<file path="src/rtl/spi_shifter_if.sv">
// Bus between the SPI host control logic / clock generator and the serial shift engine.
// Handshake: go is a one-cycle request taken only while tip=0; tip stays high for the
// whole character, and done pulses for exactly one cycle in the cycle tip falls.
interface spi_shifter_if #(
  parameter int DATA_W = 32,
  parameter int LEN_W  = 5
);
  logic              go;
  logic [LEN_W-1:0]  len;
  logic              lsb;
  logic              tx_negedge;
  logic              rx_negedge;
  logic [DATA_W-1:0] tx_data;
  logic              pos_edge;
  logic              neg_edge;
  logic              s_in;
  logic              tip;
  logic              last;
  logic              done;
  logic              s_out;
  logic [DATA_W-1:0] rx_data;
  logic              dbg_state;

  modport slave (
    input  go, len, lsb, tx_negedge, rx_negedge, tx_data, pos_edge, neg_edge, s_in,
    output tip, last, done, s_out, rx_data, dbg_state
  );

  modport master (
    output go, len, lsb, tx_negedge, rx_negedge, tx_data, pos_edge, neg_edge, s_in,
    input  tip, last, done, s_out, rx_data, dbg_state
  );
endinterface

</file>
<file path="src/rtl/spi_shifter.sv">
// SPI serial data engine: shifts a 1..DATA_W bit character out on MOSI, samples MISO,
// and steers the SCLK generator's enable/last_clk so exactly len pulses are produced.
module spi_shifter #(
  parameter int DATA_W = 32,
  parameter int LEN_W  = 5
) (
  input logic         clk_in,
  input logic         rst,
  spi_shifter_if.slave bus
);
  typedef enum logic {IDLE = 1'b0, XFER = 1'b1} state_t;

  localparam logic [LEN_W:0] FULL_LEN = (LEN_W + 1)'(DATA_W);

  state_t            state_q, state_d;
  logic [DATA_W-1:0] tx_buf_q, tx_buf_d;
  logic              lsb_q, lsb_d;
  logic [LEN_W:0]    len_q, len_d;
  logic [LEN_W:0]    rx_cnt_q, rx_cnt_d;
  logic [LEN_W:0]    pos_cnt_q, pos_cnt_d;
  logic              s_out_q, s_out_d;
  logic [DATA_W-1:0] rx_data_q, rx_data_d;
  logic              done_q, done_d;

  logic [LEN_W:0]    eff_len;
  logic [LEN_W-1:0]  first_idx;
  logic [LEN_W-1:0]  bit_idx;
  logic              tx_clk;
  logic              rx_clk;

  always_ff @(posedge clk_in or posedge rst) begin
    if (rst) begin
      state_q   <= IDLE;
      tx_buf_q  <= '0;
      lsb_q     <= 1'b0;
      len_q     <= '0;
      rx_cnt_q  <= '0;
      pos_cnt_q <= '0;
      s_out_q   <= 1'b0;
      rx_data_q <= '0;
      done_q    <= 1'b0;
    end else begin
      state_q   <= state_d;
      tx_buf_q  <= tx_buf_d;
      lsb_q     <= lsb_d;
      len_q     <= len_d;
      rx_cnt_q  <= rx_cnt_d;
      pos_cnt_q <= pos_cnt_d;
      s_out_q   <= s_out_d;
      rx_data_q <= rx_data_d;
      done_q    <= done_d;
    end
  end

  always_comb begin
    eff_len   = (bus.len == '0) ? FULL_LEN : {1'b0, bus.len};
    first_idx = bus.lsb ? '0 : LEN_W'(eff_len - 1'b1);
    // Same index serves tx and rx; it walks with the pre-decrement rx_cnt.
    bit_idx   = lsb_q ? LEN_W'(len_q - rx_cnt_q) : LEN_W'(rx_cnt_q - 1'b1);
    tx_clk    = bus.tx_negedge ? bus.neg_edge : bus.pos_edge;
    rx_clk    = bus.rx_negedge ? bus.neg_edge : bus.pos_edge;

    state_d   = state_q;
    tx_buf_d  = tx_buf_q;
    lsb_d     = lsb_q;
    len_d     = len_q;
    rx_cnt_d  = rx_cnt_q;
    pos_cnt_d = pos_cnt_q;
    s_out_d   = s_out_q;
    rx_data_d = rx_data_q;
    done_d    = 1'b0;

    case (state_q)
      IDLE: begin
        if (bus.go) begin
          tx_buf_d  = bus.tx_data;
          lsb_d     = bus.lsb;
          len_d     = eff_len;
          rx_data_d = '0;
          rx_cnt_d  = eff_len;
          pos_cnt_d = '0;
          s_out_d   = bus.tx_data[first_idx];
          state_d   = XFER;
        end
      end
      XFER: begin
        if (tx_clk && rx_cnt_q != '0) s_out_d = tx_buf_q[bit_idx];
        if (rx_clk && rx_cnt_q != '0) begin
          rx_data_d[bit_idx] = bus.s_in;
          rx_cnt_d           = rx_cnt_q - 1'b1;
        end
        if (bus.pos_edge && pos_cnt_q != len_q) pos_cnt_d = pos_cnt_q + 1'b1;
        // Ending only on a falling strobe guarantees SCLK is parked low.
        if (bus.neg_edge && pos_cnt_q == len_q && rx_cnt_d == '0) begin
          state_d = IDLE;
          done_d  = 1'b1;
        end
      end
      default: state_d = IDLE;
    endcase
  end

  always_comb begin
    bus.tip       = (state_q == XFER);
    bus.last      = (state_q == XFER) && (pos_cnt_q == len_q);
    bus.done      = done_q;
    bus.s_out     = s_out_q;
    bus.rx_data   = rx_data_q;
    bus.dbg_state = state_q;
  end
endmodule

</file>
<file path="src/flat_wrapper.sv">
// flat-port wrapper written by rule: the top's interface ports become plain ports
module spi_shifter_flat 
#(
  parameter int DATA_W = 32,
  parameter int LEN_W  = 5
)
  (clk_in, rst, bus_go, bus_len, bus_lsb, bus_tx_negedge, bus_rx_negedge, bus_tx_data, bus_pos_edge, bus_neg_edge, bus_s_in, bus_tip, bus_last, bus_done, bus_s_out, bus_rx_data, bus_dbg_state);
  spi_shifter_if #(.DATA_W(DATA_W), .LEN_W(LEN_W)) bus_i ();
  input logic clk_in;
  input logic rst;
  input wire logic [$bits(bus_i.go)-1:0] bus_go;
  input wire logic [$bits(bus_i.len)-1:0] bus_len;
  input wire logic [$bits(bus_i.lsb)-1:0] bus_lsb;
  input wire logic [$bits(bus_i.tx_negedge)-1:0] bus_tx_negedge;
  input wire logic [$bits(bus_i.rx_negedge)-1:0] bus_rx_negedge;
  input wire logic [$bits(bus_i.tx_data)-1:0] bus_tx_data;
  input wire logic [$bits(bus_i.pos_edge)-1:0] bus_pos_edge;
  input wire logic [$bits(bus_i.neg_edge)-1:0] bus_neg_edge;
  input wire logic [$bits(bus_i.s_in)-1:0] bus_s_in;
  output wire logic [$bits(bus_i.tip)-1:0] bus_tip;
  output wire logic [$bits(bus_i.last)-1:0] bus_last;
  output wire logic [$bits(bus_i.done)-1:0] bus_done;
  output wire logic [$bits(bus_i.s_out)-1:0] bus_s_out;
  output wire logic [$bits(bus_i.rx_data)-1:0] bus_rx_data;
  output wire logic [$bits(bus_i.dbg_state)-1:0] bus_dbg_state;
  assign bus_i.go = bus_go;
  assign bus_i.len = bus_len;
  assign bus_i.lsb = bus_lsb;
  assign bus_i.tx_negedge = bus_tx_negedge;
  assign bus_i.rx_negedge = bus_rx_negedge;
  assign bus_i.tx_data = bus_tx_data;
  assign bus_i.pos_edge = bus_pos_edge;
  assign bus_i.neg_edge = bus_neg_edge;
  assign bus_i.s_in = bus_s_in;
  assign bus_tip = bus_i.tip;
  assign bus_last = bus_i.last;
  assign bus_done = bus_i.done;
  assign bus_s_out = bus_i.s_out;
  assign bus_rx_data = bus_i.rx_data;
  assign bus_dbg_state = bus_i.dbg_state;
  spi_shifter #(.DATA_W(DATA_W), .LEN_W(LEN_W)) u_core (.clk_in(clk_in), .rst(rst), .bus(bus_i));
endmodule
</file>
<file path="config.mk">
export PLATFORM = sky130hd
export DESIGN_NAME = spi_shifter_flat
export DESIGN_NICKNAME = d
export VERILOG_FILES = /design/src/rtl/spi_shifter_if.sv /design/src/rtl/spi_shifter.sv /design/src/flat_wrapper.sv
export SDC_FILE = /design/constraint.sdc
export NUM_CORES = 1
export LEC_CHECK = 0
export ABC_AREA = 1
export CAP_MARGIN = 10
export CORE_MARGIN = 8
export CORE_UTILIZATION = 36
export DETAILED_ROUTE_END_ITERATION = 12
export HOLD_SLACK_MARGIN = 0.12
export PLACE_DENSITY = 0.55
export SYNTH_ARGS = -nofsm -noshare
export SYNTH_HDL_FRONTEND = slang
export SYNTH_SLANG_ARGS = --single-unit
</file>
<file path="constraint.sdc">
create_clock -name clk_in -period 2.4 [get_ports clk_in]
set_input_delay 0.24 -clock clk_in [delete_from_list [all_inputs] [get_ports clk_in]]
set_output_delay 0.24 -clock clk_in [all_outputs]
set_load 0.1 [all_outputs]
</file>
Word level (Yosys, flattened, before mapping)
Index checks and enable logic that the tools add are counted.
Storage, ports and cells
  bits in registers: 86
  logic and storage cells: 67
  output and inout bits: 37
  input port bits: 46
Operators by class
  mux-type cells: 30
  equal/unequal tests: 6
  reductions and logical operators: 14
  add/subtract/negate cells: 4
  magnitude comparators: 3
  bitwise operators: 1
Operator list (number)
  $mux W32: 2
  $pmux W32 S2: 1
  $mux W6: 6
  $bwmux W32: 1
  $pmux W6 S2: 2
  $lt A5 B6 Y1 const B: 2
  $mux W1: 11
  $bmux W1 S5: 2
  $mux W5: 2
  $ne A2 B2 Y1 const B: 4
  $reduce_and A2 Y1: 4
  $logic_and A1 B1 Y1: 7
  $add A6 B1 Y6 const B: 1
  $eq A6 B6 Y1: 1
  $logic_not A6 Y1: 1
  $ne A6 B6 Y1: 1
  $reduce_bool A6 Y1: 1
  $sub A6 B1 Y6 const B: 1
  $demux W1 S5: 1
  $ge A5 B1 Y1 const B: 1
  $logic_not A5 Y1: 1
  $sub A5 B1 Y5 const B: 1
  $sub A5 B5 Y5: 1
  $pmux W1 S2: 2
  $not A1 Y1: 1

Longest topological paths before layout
Gate-level depths: netlist of the first run.
  depth after elaboration: 9
  gate-level depth with buffers: 18
  depth with buffers taken out: 18

Worst setup path after synthesis of the first run
Ideal clock, no wire load.
  path type: flip-flop to flip-flop
  start point: reg u_core.state_q (netlist: u_core.bus.dbg_state)
  end point: reg u_core.state_q (netlist: u_core.bus.dbg_state)
  data required time: 2267 ps
  cell stages (with the launch flop): 7
  path slack: -855 ps
  data arrival time: 3122 ps
  buffers on the path: 1
  cells stage by stage: dfrtp_1 buf_2 inv_2 nor2_1 nand3_1 nor3_2 nor2_1
On the way
  word-level cells in the longest chain between the ends: 2
RTL lines
  from (decl): line spi_shifter.sv:15  | state_t state_q, state_d;
  from (signal assigned): line spi_shifter.sv:43  | state_q <= state_d;
  $not A1 Y1 (no line)
  $pmux W1 S2 *: line spi_shifter.sv:73  | case (state_q)
  net u_core.state_d: line spi_shifter.sv:15
Mark *: on every way through the listed nets, which the timed path passes. The rest lies on a longest branch.
A chain may end at the register's enable or synchronous reset.

Final worst setup path of the first run
  start point: reg u_core.len_q[0]
  end point: reg u_core.rx_data_q[22] (netlist: u_core.bus.rx_data[22])
On the way
  word-level cells in the longest chain between the ends: 9
  elaborated cells between the ends (all ways): 10
  those cells by class: add/sub: 1; order compare: 2; mux: 6; reduce/logical: 1
RTL lines
  from (decl): line spi_shifter.sv:18  | logic [LEN_W:0] len_q, len_d;
  from (signal assigned): line spi_shifter.sv:46  | len_q <= len_d;
  $sub A5 B5 Y5 *: line spi_shifter.sv:59  | bit_idx = lsb_q ? LEN_W'(len_q - rx_cnt_q) : LEN_W'(rx_cnt_q - 1'b1);
  $mux W5 *: line spi_shifter.sv:59
  $lt A5 B6 Y1 (implied by the code) / $ge A5 B1 Y1 (equally long branches): line spi_shifter.sv:89  | rx_data_d[bit_idx] = bus.s_in;
  $logic_and A1 B1 Y1 (implied by the code): line spi_shifter.sv:89
  $mux W1 (implied by the code): line spi_shifter.sv:89
  $demux W1 S5 *
  $bwmux W32 *: line spi_shifter.sv:89
  $mux W32 *: line spi_shifter.sv:88  | if (rx_clk && rx_cnt_q != '0) begin
  $pmux W32 S2 *: line spi_shifter.sv:73
  to (signal assigned): line spi_shifter.sv:50  | rx_data_q <= rx_data_d;
  to (decl): line spi_shifter.sv:22  | logic [DATA_W-1:0] rx_data_q, rx_data_d;
Every way passes the cells marked *; elsewhere a longest branch is shown, timed or not. The select of a mux whose other input is x is not followed.

==> impl_results.rst, run 1 <==
.. list-table::
   :header-rows: 1

   * - Metric
     - Value
   * - Final critical delay including setup and external delays
     - around 2.3 ns
   * - Post-Syn Instances
     - between 700 and 800
   * - Critical Path Source Type
     - flip-flop
   * - Clock slew at the register clock pins of the worst setup and hold paths
     - 0.06 ns
   * - Crit-path max cell delay
     - roughly 0.52 ns
   * - Cell seen most often among critical-path stages
     - sky130_fd_sc_hd__inv_2
   * - Vias in the first global route
     - ~4900
   * - Part of the cycle the worst path needs
     - 0.944
   * - Initial antenna violation count
     - 0
   * - Syn_nets
     - a little over 800
   * - ANT cells
     - 0
   * - Required time worst endpoint
     - around 2.7 ns
   * - Critical Path AT
     - 2.51 ns
   * - Xor/xnor share of the synthesized area
     - 0.0216
   * - Worst reg2reg endpoint
     - u_core.bus.rx_data[22]
   * - Main combinational cell family by area after synthesis
     - simple AND/OR/NAND/NOR gates
   * - Antenna-violating nets left
     - 0
   * - CTS tree
     - done
   * - Setup TNS
     - 0 ns
   * - Post-Place Setup Slack
     - between 0.1 and 0.15 ns
   * - Pin slew with the least headroom to its limit
     - between 0.4 and 0.5 ns
   * - Sum of net half-perimeters after detailed placement
     - 11200 um
   * - Post-synth top flop
     - sky130_fd_sc_hd__dfrtp_1
   * - Die area
     - about 19000 sq um
   * - Drc violations
     - 0
   * - Number of distinct standard cells referenced by the synthesized netlist
     - 33
   * - Clock latency of the later-clocked register in the worst-skew pair
     - 0.35 ns
   * - Area Growth Syn to Fin
     - 27.5%
   * - Net count reported at finish
     - 900
   * - Vias after detailed routing
     - about 5000
   * - Maximum buffer depth of the clock tree
     - 2
   * - Average routed wire per standard cell
     - 14.5 um
   * - Critical path cell sequence
     - inv_2 > ha_4 > inv_2 > fa_2 > nand2_2 > o21ai_4 > clkinv_4 > nor2_8 > inv_4 > nor2_4 > nand2_1 > o21ai_1 > inv_1
   * - Level count of the clock H-tree
     - 3
   * - Total power
     - 9.02 mW
   * - Maximum number of pins on one net before global-route repair
     - between 80 and 90
   * - Final wirelength
     - ~15000 um
   * - Flip-flop and latch count after synthesis
     - 86
   * - Total of max-cap violations
     - 0
   * - Fraction of the mapped netlist area in compound gates
     - 0.0924
   * - Row cnt
     - 44
   * - Share of synthesized cell area in full adder, half adder and majority cells
     - 0.0204
   * - Worst min-delay path class
     - in -> async
   * - Combined buffer and inverter count along the critical path
     - 5
   * - Count of pins over their slew limit
     - 0
   * - Cell taking the most area after synthesis
     - sky130_fd_sc_hd__dfrtp_1
   * - Commonest cells in the synthesized netlist
     - 305 x sky130_fd_sc_hd__nand2_1, 86 x sky130_fd_sc_hd__dfrtp_1, 84 x sky130_fd_sc_hd__inv_1
   * - Crit Path Class
     - reg -> reg
   * - Io pins
     - 83
   * - Effective utilization at floorplan
     - 0.365
   * - Leftover overflow at the end of global routing
     - 0
   * - Gp weighted congestion
     - between 0.8 and 0.9
   * - Die H
     - about 140 um
   * - Synth Cell Area
     - 5270 sq um
   * - Share of the synthesized area in the top cell type
     - 0.408
   * - Worst setup path startpoint
     - u_core.len_q[0]
   * - Core area
     - between 10000 and 15000 sq um
   * - Master of the slowest instance on the critical path
     - sky130_fd_sc_hd__fa_2
   * - Root buffer cell
     - sky130_fd_sc_hd__clkbuf_16
   * - Post-Synth Simple-Gate Area
     - 0.358
   * - CP delay by family, top
     - adder cells
   * - Final design instance area without fill
     - slightly below 7000 sq um
   * - Startpoint of the most critical register-to-register path
     - u_core.len_q[0]
   * - Post-synth ARST share
     - 1.00
   * - Crit. End Element
     - flip-flop
   * - Hold violation total from the final report
     - 0
   * - Clock buffers created by TritonCTS
     - 9
   * - YS warnings
     - 0
   * - Register-to-register setup slack
     - 0.14 ns
   * - Post-DP Area
     - roughly 6300 sq um
   * - Synthesized area divided by synthesized cell count
     - roughly 7.0 sq um
   * - Multiplexer share of the synthesized area
     - 0
   * - LEAKAGE
     - between 3 and 4 nW
   * - Seq/Total Area, Yosys
     - 0.408
   * - Slew margin rel.
     - 0.669
   * - Pre-Repair DR Iteration Count
     - 5
   * - Result of the run
     - finished clean
   * - Final critical-path setup slack
     - 0.135 ns
   * - R2R depth
     - 13
   * - Maximum net fanout on the critical path
     - 8
   * - Max VDD drop
     - a little under 0.6 mV
   * - Synth top area cells
     - sky130_fd_sc_hd__dfrtp_1 41%, sky130_fd_sc_hd__nand2_1 22%, sky130_fd_sc_hd__nand3_1 6.6%
   * - Setup repair after global routing missed its margin
     - yes
   * - Via/cell ratio
     - between 4 and 5
   * - Die Wd
     - approximately 140 um
   * - Overall routing resource usage
     - 0.164
   * - Final setup viols
     - 0
   * - Worst Skew
     - just over 0.008 ns
   * - Number of synthesized flops with an enable pin
     - 0
   * - Number of input and output port buffers inserted
     - between 80 and 90
   * - Drt initial violations
     - between 200 and 300
   * - Highest Clock Rate
     - 442 MHz
   * - Sink Count
     - 86
   * - Count leader, synth
     - sky130_fd_sc_hd__nand2_1
   * - Share of final-layout standard cells stronger than drive strength 1
     - 0.159
   * - Power per Cell Area
     - 1340 nW/um^2
   * - Wire length of the first global-routing pass
     - 24500 um
[worst min-delay path: stages]
cell and delay [ns]:
sky130_fd_sc_hd__clkdlybuf4s50_1 0.44, sky130_fd_sc_hd__clkinvlp_4 0.10, sky130_fd_sc_hd__buf_12 0.38
[logic make-up after synthesis]
kind of cell	count (synthesis)
and+or+nand+nor	436
xor gates and xnor gates	13
buffers and inverters	122
AOI/OAI and AO/OA	90
DFF	86
adders and majority gates	8
[cell usage in the layout (no fill, tap or decap), types with 2 or more instances in the layout]
cell,n
sky130_fd_sc_hd__buf_12,3
sky130_fd_sc_hd__nor2_8,2
sky130_fd_sc_hd__nand4_1,3
sky130_fd_sc_hd__clkdlybuf4s50_1,45
sky130_fd_sc_hd__o21ai_4,2
sky130_fd_sc_hd__o21ai_1,20
sky130_fd_sc_hd__nand2_4,4
sky130_fd_sc_hd__nand2_2,14
sky130_fd_sc_hd__nor3_1,9
sky130_fd_sc_hd__buf_4,57
sky130_fd_sc_hd__o21ai_0,50
sky130_fd_sc_hd__nor2_1,18
sky130_fd_sc_hd__dfrtp_1,86
sky130_fd_sc_hd__clkbuf_16,9
sky130_fd_sc_hd__nor2_4,11
sky130_fd_sc_hd__inv_4,2
sky130_fd_sc_hd__nand3_1,69
sky130_fd_sc_hd__inv_1,81
sky130_fd_sc_hd__nor2_2,6
sky130_fd_sc_hd__xor2_1,10
sky130_fd_sc_hd__inv_2,12
sky130_fd_sc_hd__bufinv_16,3
sky130_fd_sc_hd__xnor2_1,3
sky130_fd_sc_hd__a21oi_1,5
sky130_fd_sc_hd__nand2_1,298
sky130_fd_sc_hd__o211ai_1,5
sky130_fd_sc_hd__ha_1,6
sky130_fd_sc_hd__clkinv_2,2
sky130_fd_sc_hd__o22ai_1,6
[flip-flops by register name, summed over array words and instances (netlist names)]
name,cells
u_core.bus.rx_data,32
u_core.tx_buf_q,32
u_core.len_q,6
u_core.pos_cnt_q,6
u_core.rx_cnt_q,6
u_core.bus.dbg_state,1
u_core.bus.done,1
u_core.bus.s_out,1
u_core.lsb_q,1
[power by group]
| group | switching, mW | total (mW) | leakage [nW] | internal, mW |
|---|---|---|---|---|
| logic | 3.84 | 5.27 | 2.29 | 1.44 |
| clock network | 0.586 | 1.60 | 0.167 | 1.02 |
| registers | 0.299 | 2.14 | 1.09 | 1.84 |
[how the worst max path moves through the flow]
stage          cells after the start                     end
4_1_cts                           16  u_core.bus.rx_data[12]
5_1_grt                           13  u_core.bus.rx_data[18]
3_5_place_dp                      16  u_core.bus.rx_data[12]
6_report                          13  u_core.bus.rx_data[22]
2_1_floorplan                      6    u_core.bus.dbg_state
3_3_place_gp                      12  u_core.bus.rx_data[25]
[cell type report]
type / count / area [sq um]
tap: 184 / 230
clock buffer: 10 / 229
sequential: 86 / 2150
inverter: 97 / 378
timing repair buffer: 105 / 938
multi-input combinational: 547 / 2680
fill: 1540 / 7700
clock inverter: 6 / 109
[stage by stage]
stage | utilization | instances | hold slack [ns]
after global placement | 0.434 | 1014 | 0.461
after detailed placement | 0.434 | 1014 | 0.470
after global routing | 0.466 | 1035 | 0.426
after CTS | 0.457 | 1030 | 0.405
after floorplan | - | 755 | 0.358
final | 0.466 | 1035 | 0.383
[routing by layer]
metal	global-route usage	routed length (um)
met3	0.0374	740
met5	0	0
met4	0.0495	230
met1	0.214	7220
met2	0.263	6790
[timing repair]
action	CTS	global route
hold buffers	0	0
setup buffers	0	5
endpoints found under the setup margin	0	32
gates resized for setup	0	32
No activity file was read; power rests on OpenSTA's default activity.
==> inputs of run 2 (changes only) <==
PLACE_DENSITY = 0.53   (was 0.55)
TNS_END_PERCENT = 10   (was default)
clock period = 2.2 ns   (was 2.4 ns; I/O delays follow)
==> impl_results.rst, run 2 (synthesis results as in run 1) <==
.. list-table::
   :header-rows: 1

   * - Metric
     - Value
   * - Result of the run
     - finished with violations
   * - Area Growth Syn to Fin
     - 30.5%
   * - Die Wd
     - around 140 um
   * - Register-to-register setup slack
     - -0.05 ns
   * - Core area
     - ~14000 sq um
   * - Most used cells in the layout excluding fill and tap cells
     - 299 x sky130_fd_sc_hd__nand2_1, 85 x sky130_fd_sc_hd__dfrtp_1, 81 x sky130_fd_sc_hd__inv_1, 73 x sky130_fd_sc_hd__buf_4, 69 x sky130_fd_sc_hd__nand3_1
   * - Die area
     - ~19000 sq um
   * - Final design instance area without fill
     - just under 7000 sq um
   * - Drc violations
     - 0
   * - Initial antenna violation count
     - 0
   * - Master of the slowest instance on the critical path
     - sky130_fd_sc_hd__fa_2
   * - ANT cells
     - 0
   * - Share of final-layout standard cells stronger than drive strength 1
     - 0.180
   * - Number of input and output port buffers inserted
     - 82
   * - Capturing instance or port of the critical path
     - u_core.bus.rx_data[10]
   * - Part of the cycle the worst path needs
     - 1.02
   * - Startpoint of the most critical register-to-register path
     - u_core.len_q[0]
   * - R2R depth
     - 14
   * - Pre-Repair DR Iteration Count
     - 4
   * - Final setup viols
     - 9
   * - Average routed wire per standard cell
     - 14.3 um
   * - Worst setup path startpoint
     - u_core.len_q[0]
   * - Wire length of the first global-routing pass
     - around 25000 um
   * - Maximum number of pins on one net before global-route repair
     - between 80 and 90
   * - Hold violation total from the final report
     - 0
   * - Post-DP Area
     - approximately 6500 sq um
   * - Effective utilization at floorplan
     - 0.365
   * - Leftover overflow at the end of global routing
     - 0
   * - Gp weighted congestion
     - 0.873
   * - Via/cell ratio
     - 4.82
   * - Final critical delay including setup and external delays
     - roughly 2.3 ns
   * - Required time worst endpoint
     - ~2.4 ns
   * - Root buffer cell
     - sky130_fd_sc_hd__clkbuf_16
   * - Crit Path Class
     - reg -> reg
   * - Row cnt
     - 44
   * - Leading cell type in the layout, fill and taps excluded
     - sky130_fd_sc_hd__nand2_1
   * - LEAKAGE
     - around 3.6 nW
   * - Pin slew with the least headroom to its limit
     - 0.495 ns
   * - Max VDD drop
     - about 0.53 mV
   * - Sum of net half-perimeters after detailed placement
     - ~11000 um
   * - Critical Path AT
     - 2.49 ns
   * - CP delay by family, top
     - adder cells
   * - Antenna-violating nets left
     - 0
   * - Setup repair after global routing missed its margin
     - yes
   * - Count of pins over their slew limit
     - 0
   * - Final critical-path setup slack
     - -0.0520 ns
   * - Cell seen most often among critical-path stages
     - sky130_fd_sc_hd__inv_2
   * - CTS tree
     - done
   * - Vias in the first global route
     - around 5000
   * - Total of max-cap violations
     - 0
   * - Level count of the clock H-tree
     - 3
   * - Path length in cells of the critical path
     - 14
   * - Worst reg2reg endpoint
     - u_core.bus.rx_data[10]
   * - Worst Skew
     - 0.00725 ns
   * - Overall routing resource usage
     - 0.166
   * - Drt initial violations
     - a little under 400
   * - Failing checks
     - setup timing
   * - Maximum net fanout on the critical path
     - 8
   * - Clock slew at the register clock pins of the worst setup and hold paths
     - 0.06 ns
   * - Final-layout worst hold slack
     - ~0.34 ns
   * - Die H
     - between 100 and 150 um
   * - Highest Clock Rate
     - ~440 MHz
   * - Crit. End Element
     - flip-flop
   * - Maximum buffer depth of the clock tree
     - 2
   * - Crit-path max cell delay
     - around 0.57 ns
   * - Combined buffer and inverter count along the critical path
     - 6
   * - Slew margin rel.
     - 0.670
   * - Power per Cell Area
     - 1440 nW/um^2
   * - Net count reported at finish
     - 920
   * - Final wirelength
     - ~15000 um
   * - Total power
     - roughly 9.9 mW
   * - Vias after detailed routing
     - slightly above 5000
   * - Worst min-delay path class
     - in -> async
   * - Sink Count
     - 86
   * - Finished Core Util
     - 0.477
   * - Io pins
     - 83
   * - Hold_buf cts
     - 0
   * - Critical Path Source Type
     - flip-flop
   * - Clock buffers created by TritonCTS
     - 9
   * - Critical path cell sequence
     - inv_2 > ha_4 > inv_2 > fa_2 > nand2_2 > o21ai_4 > buf_12 > inv_8 > nor2_8 > inv_4 > nor2_4 > nand2_1 > o21ai_1 > inv_1
   * - Clock latency of the later-clocked register in the worst-skew pair
     - about 0.35 ns
run 2: cell count changes in the layout (fill, tap and decap cells not counted), moves of 2 or more:
cell                        previous run  this run
sky130_fd_sc_hd__buf_12                3         6
sky130_fd_sc_hd__bufinv_16             3         1
sky130_fd_sc_hd__o21ai_1              20        17
sky130_fd_sc_hd__buf_4                57        73
sky130_fd_sc_hd__o21ai_0              50        52
run 2: report_power, final:
group / total (mW) / internal, mW / switching [mW]
Clock: 1.54 / 0.906 / 0.638
Combinational: 6.01 / 1.78 / 4.23
Sequential: 2.33 / 2.01 / 0.321
run 2: worst min path at each step:
stage | start | to | slack, ns | cells past startpoint
detailed placement | u_core.bus.rx_data[0] | u_core.bus.rx_data[0] | 0.46 | 2
finish | rst | u_core.bus.done | 0.34 | 3
global route | rst | u_core.bus.done | 0.42 | 3
floorplan | bus_s_in | u_core.bus.rx_data[23] | 0.34 | 2
CTS | rst | u_core.bus.rx_data[17] | 0.38 | 3
global placement | u_core.bus.rx_data[0] | u_core.bus.rx_data[0] | 0.46 | 2
run 2: cell type report:
| type | instances | area, sq um |
|---|---|---|
| sequential | 86 | 2150 |
| tap | 184 | 230 |
| inverter | 97 | 380 |
| fill | 1499 | 7550 |
| multi-input combinational | 547 | 2680 |
| timing repair buffer | 125 | 1130 |
| clock inverter | 6 | 61.3 |
| clock buffer | 10 | 239 |
run 2: worst reg2reg max path, cell delays in order (launching register included):
cell,delay (ns)
sky130_fd_sc_hd__dfrtp_1,0.39
sky130_fd_sc_hd__inv_2,0.08
sky130_fd_sc_hd__ha_4,0.13
sky130_fd_sc_hd__inv_2,0.04
sky130_fd_sc_hd__fa_2,0.57
sky130_fd_sc_hd__nand2_2,0.07
sky130_fd_sc_hd__o21ai_4,0.08
sky130_fd_sc_hd__buf_12,0.14
sky130_fd_sc_hd__inv_8,0.05
sky130_fd_sc_hd__nor2_8,0.09
sky130_fd_sc_hd__inv_4,0.05
sky130_fd_sc_hd__nor2_4,0.17
sky130_fd_sc_hd__nand2_1,0.11
sky130_fd_sc_hd__o21ai_1,0.13
sky130_fd_sc_hd__inv_1,0.05
run 2: layer usage:
metal / global-route usage / routed length [um] / up-vias
met3: 0.0279 / 701 / 28
met1: 0.219 / 7250 / 2332
met4: 0.0779 / 414 / 0
met2: 0.260 / 6680 / 134
li1: - / - / 2591
met5: 0 / 0 / -
run 2: repair_timing:
action / CTS / global route
gates resized for setup: 8 / 20
setup endpoints to repair: 26 / 34
gates cloned: 0 / 0
setup buffers: 1 / 2
pin swaps: 0 / 9
run 2: per-stage QoR:
| stage | TNS (ns) | worst slack, ns | instances |
|---|---|---|---|
| global placement | -0.615 | -0.119 | 1036 |
| detailed placement | -1.17 | -0.133 | 1036 |
| global route | -4.47 | -0.213 | 1055 |
| finish | -0.281 | -0.0520 | 1055 |
| floorplan | 0 | 0.0585 | 755 |
| CTS | -0.109 | -0.0299 | 1053 |
